`config.mk`:
```
export PLATFORM = sky130hd
export DESIGN_NAME = tl_ul_port_buffer
export DESIGN_NICKNAME = d
export VERILOG_FILES = /design/src/rtl/tl_ul_port_buffer.sv
export SDC_FILE = /design/constraint.sdc
export NUM_CORES = 1
export LEC_CHECK = 0
export CELL_PAD_IN_SITES_DETAIL_PLACEMENT = 0
export CELL_PAD_IN_SITES_GLOBAL_PLACEMENT = 2
export CORE_MARGIN = 3
export CORE_UTILIZATION = 38
export CTS_CLUSTER_SIZE = 40
export DETAILED_ROUTE_END_ITERATION = 12
export PLACE_DENSITY = 0.88
export SLEW_MARGIN = 20
export SYNTH_ARGS = -nofsm -noshare
export SYNTH_HDL_FRONTEND = slang
export SYNTH_SLANG_ARGS = --single-unit
```
`constraint.sdc`:
```
create_clock -name clock -period 4 [get_ports clock]
set_input_delay 1 -clock clock [delete_from_list [all_inputs] [get_ports clock]]
set_output_delay 1 -clock clock [all_outputs]
set_load 0.01 [all_outputs]
```
`src/rtl/tl_ul_port_buffer.sv`:
```
// tl_ul_port_buffer: registered A/D channel buffer with outstanding-request tracking for a 32-bit TL-UL port.
// Optional feature macro TL_UL_PORT_BUFFER_FLOW_EN: zero-latency flow-through when a channel FIFO is empty.

module tl_ul_port_buffer_fifo #(
    parameter int W     = 8,
    parameter int DEPTH = 2
) (
    input  logic         clock,
    input  logic         reset_n,
    input  logic         in_allow,
    input  logic         in_valid,
    output logic         in_ready,
    input  logic [W-1:0] in_bits,
    output logic         out_valid,
    input  logic         out_ready,
    output logic [W-1:0] out_bits,
    output logic [2:0]   count
);
    localparam int PTR_W = (DEPTH > 1) ? $clog2(DEPTH) : 1;
    localparam logic [PTR_W-1:0] LAST_PTR = PTR_W'(DEPTH - 1);
    localparam logic [2:0] FULL_CNT = 3'(DEPTH);

    logic [W-1:0]     mem_r [DEPTH];
    logic [PTR_W-1:0] rd_ptr_r;
    logic [PTR_W-1:0] wr_ptr_r;
    logic [2:0]       count_r;
    logic             empty_s;
    logic             full_s;
    logic             push_s;
    logic             pop_s;
    logic             store_s;
    logic             consume_s;

    function automatic logic [PTR_W-1:0] ptr_inc(input logic [PTR_W-1:0] p);
        ptr_inc = (p == LAST_PTR) ? PTR_W'(0) : p + PTR_W'(1);
    endfunction

    // Handshake decode; a bypassed beat is popped without ever being stored
    always_comb begin
        empty_s = (count_r == 3'd0);
        full_s  = (count_r == FULL_CNT);
`ifdef TL_UL_PORT_BUFFER_FLOW_EN
        in_ready = in_allow && (out_ready || !full_s);
        if (empty_s) begin
            out_valid = in_valid && in_allow;
            out_bits  = in_bits;
        end else begin
            out_valid = 1'b1;
            out_bits  = mem_r[rd_ptr_r];
        end
`else
        in_ready  = in_allow && !full_s;
        out_valid = !empty_s;
        out_bits  = mem_r[rd_ptr_r];
`endif
        push_s    = in_valid && in_ready;
        pop_s     = out_valid && out_ready;
        store_s   = push_s && !(empty_s && pop_s);
        consume_s = pop_s && !empty_s;
        count     = count_r;
    end

    // Storage, pointers and occupancy
    always_ff @(posedge clock or negedge reset_n) begin
        if (!reset_n) begin
            for (int i = 0; i < DEPTH; i++) begin
                mem_r[i] <= W'(0);
            end
            rd_ptr_r <= PTR_W'(0);
            wr_ptr_r <= PTR_W'(0);
            count_r  <= 3'd0;
        end else begin
            if (store_s) begin
                mem_r[wr_ptr_r] <= in_bits;
                wr_ptr_r        <= ptr_inc(wr_ptr_r);
            end
            if (consume_s) begin
                rd_ptr_r <= ptr_inc(rd_ptr_r);
            end
            case ({store_s, consume_s})
                2'b10:   count_r <= count_r + 3'd1;
                2'b01:   count_r <= count_r - 3'd1;
                default: count_r <= count_r;
            endcase
        end
    end
endmodule

module tl_ul_port_buffer #(
    parameter int SRC_W        = 1,
    parameter int A_DEPTH      = 2,
    parameter int D_DEPTH      = 2,
    parameter int MAX_INFLIGHT = 4
) (
    input  logic              clock,
    input  logic              reset_n,
    input  logic              in_a_valid,
    output logic              in_a_ready,
    input  logic [76+SRC_W:0] in_a_bits,
    output logic              out_a_valid,
    input  logic              out_a_ready,
    output logic [76+SRC_W:0] out_a_bits,
    input  logic              in_d_valid,
    output logic              in_d_ready,
    input  logic [40+SRC_W:0] in_d_bits,
    output logic              out_d_valid,
    input  logic              out_d_ready,
    output logic [40+SRC_W:0] out_d_bits,
    output logic [3:0]        inflight,
    output logic              idle
);
    localparam int A_W = 77 + SRC_W;
    localparam int D_W = 41 + SRC_W;
    localparam logic [3:0] MAX_C = 4'(MAX_INFLIGHT);

    logic [3:0] inflight_r;
    logic [2:0] a_count_s;
    logic [2:0] d_count_s;
    logic [4:0] a_load_s;
    logic       a_allow_s;
    logic       a_fire_s;
    logic       d_fire_s;

    // Requests already counted plus those still queued must leave D space for every response
    always_comb begin
        a_load_s  = 5'(inflight_r) + 5'(a_count_s);
        a_allow_s = (a_load_s < 5'(MAX_INFLIGHT));
        a_fire_s  = in_a_valid && in_a_ready;
        d_fire_s  = out_d_valid && out_d_ready;
        inflight  = inflight_r;
        idle      = (inflight_r == 4'd0) && (a_count_s == 3'd0) && (d_count_s == 3'd0);
    end

    tl_ul_port_buffer_fifo #(.W(A_W), .DEPTH(A_DEPTH)) u_a_fifo (
        .clock     (clock),
        .reset_n   (reset_n),
        .in_allow  (a_allow_s),
        .in_valid  (in_a_valid),
        .in_ready  (in_a_ready),
        .in_bits   (in_a_bits),
        .out_valid (out_a_valid),
        .out_ready (out_a_ready),
        .out_bits  (out_a_bits),
        .count     (a_count_s)
    );

    tl_ul_port_buffer_fifo #(.W(D_W), .DEPTH(D_DEPTH)) u_d_fifo (
        .clock     (clock),
        .reset_n   (reset_n),
        .in_allow  (1'b1),
        .in_valid  (in_d_valid),
        .in_ready  (in_d_ready),
        .in_bits   (in_d_bits),
        .out_valid (out_d_valid),
        .out_ready (out_d_ready),
        .out_bits  (out_d_bits),
        .count     (d_count_s)
    );

    // Outstanding-request counter; saturates high, never underflows on a stray response
    always_ff @(posedge clock or negedge reset_n) begin
        if (!reset_n) begin
            inflight_r <= 4'd0;
        end else begin
            case ({a_fire_s, d_fire_s})
                2'b10: begin
                    if (inflight_r < MAX_C) begin
                        inflight_r <= inflight_r + 4'd1;
                    end else begin
                        inflight_r <= inflight_r;
                    end
                end
                2'b01: begin
                    if (inflight_r != 4'd0) begin
                        inflight_r <= inflight_r - 4'd1;
                    end else begin
                        inflight_r <= inflight_r;
                    end
                end
                default: inflight_r <= inflight_r;
            endcase
        end
    end
endmodule
```
======== Word-level counts from Yosys, hierarchy flattened ========
Cells that the tools add are included.
operators by class
  bitwise gates (word level) .............. 4
  eq/ne operators ......................... 10
  add/sub/neg operators ................... 11
  reductions and logical operators ........ 29
  order comparisons ....................... 8
  multiplexer cells ....................... 21
operators with widths
  operator               number
  $mux W78               4
  $mux W42               4
  $bwmux W156            1
  $bwmux W84             1
  $demux W78 S1          1
  $demux W42 S1          1
  $logic_and A1 B1 Y1    15
  $pmux W3 S2            2
  $ge A2 B2 Y1 const B   4
  $mux W4                2
  $not A1 Y2             4
  $pmux W4 S2            1
  $add A3 B1 Y3 const B  2
  $eq A2 B1 Y1 const B   3
  $eq A2 B2 Y1 const B   3
  $eq A3 B2 Y1 const B   2
  $logic_not A1 Y1       6
  $logic_not A3 Y1       2
  $reduce_bool A2 Y1     3
  $sub A3 B1 Y3 const B  2
  $add A4 B3 Y5          1
  $lt A5 B3 Y1 const B   1
  $add A1 B1 Y1 const B  4
  $add A4 B1 Y4 const B  1
  8 further kinds        13
word-level totals
  word-level logic and storage cells ...... 94
  register bits ........................... 254
  output and inout port bits .............. 129
  input bits .............................. 126

======== Longest topological paths before layout ========
  word-level depth ........................ 8
  mapped depth ............................ 9
  gate-level depth less buffers ........... 9

======== Cells and area by module ========
From an unflattened synthesis, not the netlist that was laid out.
unflattened totals
  cells, all modules ...................... 727
  area total of the unflattened synthesis .. 11,338.4 µm²
modules (own cells, without submodules)
  module                              area an instance (µm²)  cells each  times used  seq. area each (µm²)
  tl_ul_port_buffer_fifo at u_a_fifo  6,991.7                 440         1           4,028.9
  tl_ul_port_buffer_fifo at u_d_fifo  3,943.8                 248         1           2,227.1
  tl_ul_port_buffer                   402.9                   39          1           100.1

======== Least setup slack after synthesis ========
Ideal clock, no wire load.
  path kind ............................... register to output
  from .................................... reg u_a_fifo.rd_ptr_r
  to ...................................... out out_a_bits[18]
  data required time ...................... 3,000 ps
  arrival time ............................ 1,606 ps
  path slack .............................. 1,394 ps
  path buffers ............................ 3
  stages on the path, launching flop included .. 5
  path through ............................ dfrtp_1 -> clkbuf_1 -> clkbuf_1 -> buf_1 -> mux2_2
between the ends
  word-level cells in the longest chain between the ends .. 4
RTL lines
  what                                          line  RTL
  start, declared                               24    logic [PTR_W-1:0] rd_ptr_r;
  start signal, assigned                        78    rd_ptr_r <= ptr_inc(rd_ptr_r);
  $not A1 Y2 (not written as such)              54    out_bits = mem_r[rd_ptr_r];
  $mux W78 (not written as such) (3 in series)  54
  end, declared                                 102   output logic [76+SRC_W:0] out_a_bits,
Every way passes these cells. The select of a mux whose other input is x is not followed.

======== Worst setup path in the final report ========
  from .................................... reg u_a_fifo.rd_ptr_r
  to ...................................... out out_a_bits[35]
Same word-level chain as after synthesis.

==> results.cfg <==
[final_layout]
layout.nets = 1122
drive_gt1_frac = 0.425
fin_area_mm2 = 0.0152
syn2layout_area_growth_pct = 35.9
fillers = 2473

[logic_synthesis]
avgSynthCellArea_um2 = 15.5
synthTopCellsByArea = dfrtp_1, mux2_2, ha_1
synth_cell_type_count = 32
synth-seq-area-share = 0.569
yosysWarnings = 0
ys_ff_latch = 254
synth_edf_count = 0
yosys.cell_count.top_type = mux2_2
synth_common_cells = mux2_2, dfrtp_1, buf_2, clkbuf_1, inv_1
synth_nets = 858
synth_top_area_cell = dfrtp_1
syn_area_mm2 = 0.0112
netlist_instances = 721
ys.flop_type = dfrtp_1
synth_top_area_frac = 0.569
synthArstFlopShare = 1.00

[setup_path]
rrSetupSlack_ps = 1320
required_ps = 3000
worstPathMaxFanout = 38
setup.worst_path.end_class = output pin
cp_slowest_stage_delay_ps = 800
crit_type = reg -> out
crit_chain = buf_4 -> mux2_2 -> clkdlybuf4s50_1
crit_slowest_cell = dfrtp_4
cp.arrival_ps = 2560
start_kind = flop

[clock_network]
ctsResizeCount = 0
cts_buffers = 30
worstSkewPairLatency_ps = 540
cts_hold_buf = 0
cts_setup_buffers = 0
clockBufferDepth = 3
htreeDepth = 1
cts-root-buf = clkbuf_16
tritoncts = built
clkTransAtPathRegs_ps = 50
clock_sinks = 254

[floorplan]
num_rows = 62
start_util = 0.387
dieArea_mm2 = 0.0315
dieWidth_um = 177
pin_count = 255
die_y_um = 177
core_area_mm2 = 0.0289

[global_route]
overflow = 0
first_global_vias = 7426
grt_start_max_net_pins = 111
grt_pass1_wl_um = 41200
antenna_found_initial = 0
track_usage = 0.163

[sta]
tightest_slew_ps = 906
worst_slack_ps = 445
relSlewSlack = 0.396
fmax_mhz = 281
finalSetupViolations = 0
rsz0062_at_grt = no
period_share = 0.889
tns_ps = 0
worst_clock_skew_ps = 13.1
maxSlewViolCount = 0
layout_min_cycle_time_ps = 3560
hold_viol = 0

[routing]
wl_met3_um = 1090
wl_met2_um = 13200
routed_wl_um = 25900
drt-initial-drc-count = 174
highest_layer = met4
dr.pass1.iters = 4
vias = 6768
wl_met1_um = 11000
wire_per_inst_um = 18.6
drc = 0
viasPerCell = 4.87
final_antenna_net_count = 0

[placement]
place_area_mm2 = 0.0142
detailed_place_hpwl_um = 17800
io_buffers = 254
gp_congestion = 0.764
place_ws_ps = 895

[power]
leakagePower_uw = 0.00648
ir_worst_vdd_uv = 458
cellPowerDensity_mw_per_mm2 = 888

[run]
cap_violations = 0

[hold_path]
min_path_type = reg -> reg

[run_status]
status = completed
sequential cells by signal (all words and copies together) (netlist names):
register	count
u_d_fifo.wr_ptr_r	1
u_a_fifo.rd_ptr_r	1
u_a_fifo.wr_ptr_r	1
u_d_fifo.mem_r	84
u_a_fifo.mem_r	156
u_d_fifo.rd_ptr_r	1
u_a_fifo.count	3
inflight	4
u_d_fifo.count	3
power by group:
part           internal, uW  switching (uW)  leakage, uW
Combinational          3920            2290      0.00292
Sequential             3890             766      0.00309
Clock                  1600            1020     0.000472
Total                  9410            4080      0.00648
worst max-delay path: cells and delay by family, from the launching register on:
| kind | cells | cell delay (ps) |
|---|---|---|
| muxes | 1 | 360 |
| DFF | 1 | 800 |
| buffers and inverters | 2 | 820 |
worst paths after layout:
path                                                     start                         endpoint  cells after the start
worst max register to register         inflight[2]$_DFFE_PN0P_          inflight[2]$_DFFE_PN0P_                      6
min in group asynchronous                              reset_n  u_a_fifo.mem_r[144]$_DFFE_PN0P_                      1
worst min-delay path            u_a_fifo.mem_r[71]$_DFFE_PN0P_   u_a_fifo.mem_r[71]$_DFFE_PN0P_                      1
worst min register to register  u_a_fifo.mem_r[71]$_DFFE_PN0P_   u_a_fifo.mem_r[71]$_DFFE_PN0P_                      1
max in group asynchronous                              reset_n   u_d_fifo.mem_r[56]$_DFFE_PN0P_                      2
worst max-delay path             u_a_fifo.rd_ptr_r$_DFFE_PN0P_                   out_a_bits[35]                      3
final cells by class:
class / instances / area (um^2) / share of cell area
Sequential cell: 254 / 6360 / 0.419
Inverter: 11 / 41.3 / 0.00272
Timing Repair Buffer: 270 / 2740 / 0.181
Antenna cell: 1 / 2.50 / 0.000165
Multi-Input combinational cell: 418 / 4590 / 0.303
Clock inverter: 6 / 57.6 / 0.00379
Clock buffer: 46 / 902 / 0.0594
Tap cell: 384 / 480 / 0.0316
placed cells by master, fill, tap and decap left out, drive strengths merged, types with 2 or more instances in the layout:
cell / netlist / routed
nor4: 2 / 2
fa: 3 / 3
and2: 3 / 3
mux2: 361 / 361
clkinv: 0 / 4
xor2: 5 / 5
nand2: 3 / 3
buf: 25 / 17
dfrtp: 254 / 254
nor3b: 2 / 2
nand4b: 2 / 2
nand3: 4 / 4
clkdlybuf4s50: 0 / 253
a21oi: 3 / 3
mux2i: 2 / 2
ha: 8 / 8
or3: 2 / 2
clkbuf: 13 / 46
xnor2: 8 / 8
inv: 11 / 11
nor2: 6 / 6
kinds of logic (layout without fill, tap and decap cells):
group / after synthesis / count (layout) / synth area share
DFF: 254 / 254 / 0.569
muxes: 363 / 363 / 0.366
and+or+nand+nor: 26 / 26 / 0.0162
adders and majority gates: 11 / 11 / 0.0143
xor gates and xnor gates: 13 / 13 / 0.0102
other: 0 / 1 / 0
AOI/OAI and AO/OA: 5 / 5 / 0.00269
buffers and inverters: 49 / 333 / 0.0222
metal layers:
metal  track usage  vias up
li1              -     3093
met4        0.0409        0
met3        0.0257       35
met5             0        -
met1         0.217     3498
met2         0.277      142
per-stage QoR:
step | util | hold slack, ps | total power (uW) | std cells
after floorplan | - | 449 | 8070 | 721
after global placement | 0.493 | 467 | 10900 | 1337
after detailed placement | 0.493 | 477 | 11000 | 1337
after CTS | 0.526 | 489 | 13700 | 1389
after global routing | 0.526 | 506 | 14300 | 1389
final | 0.526 | 485 | 13500 | 1390
Power figures use the tool's default switching activity.
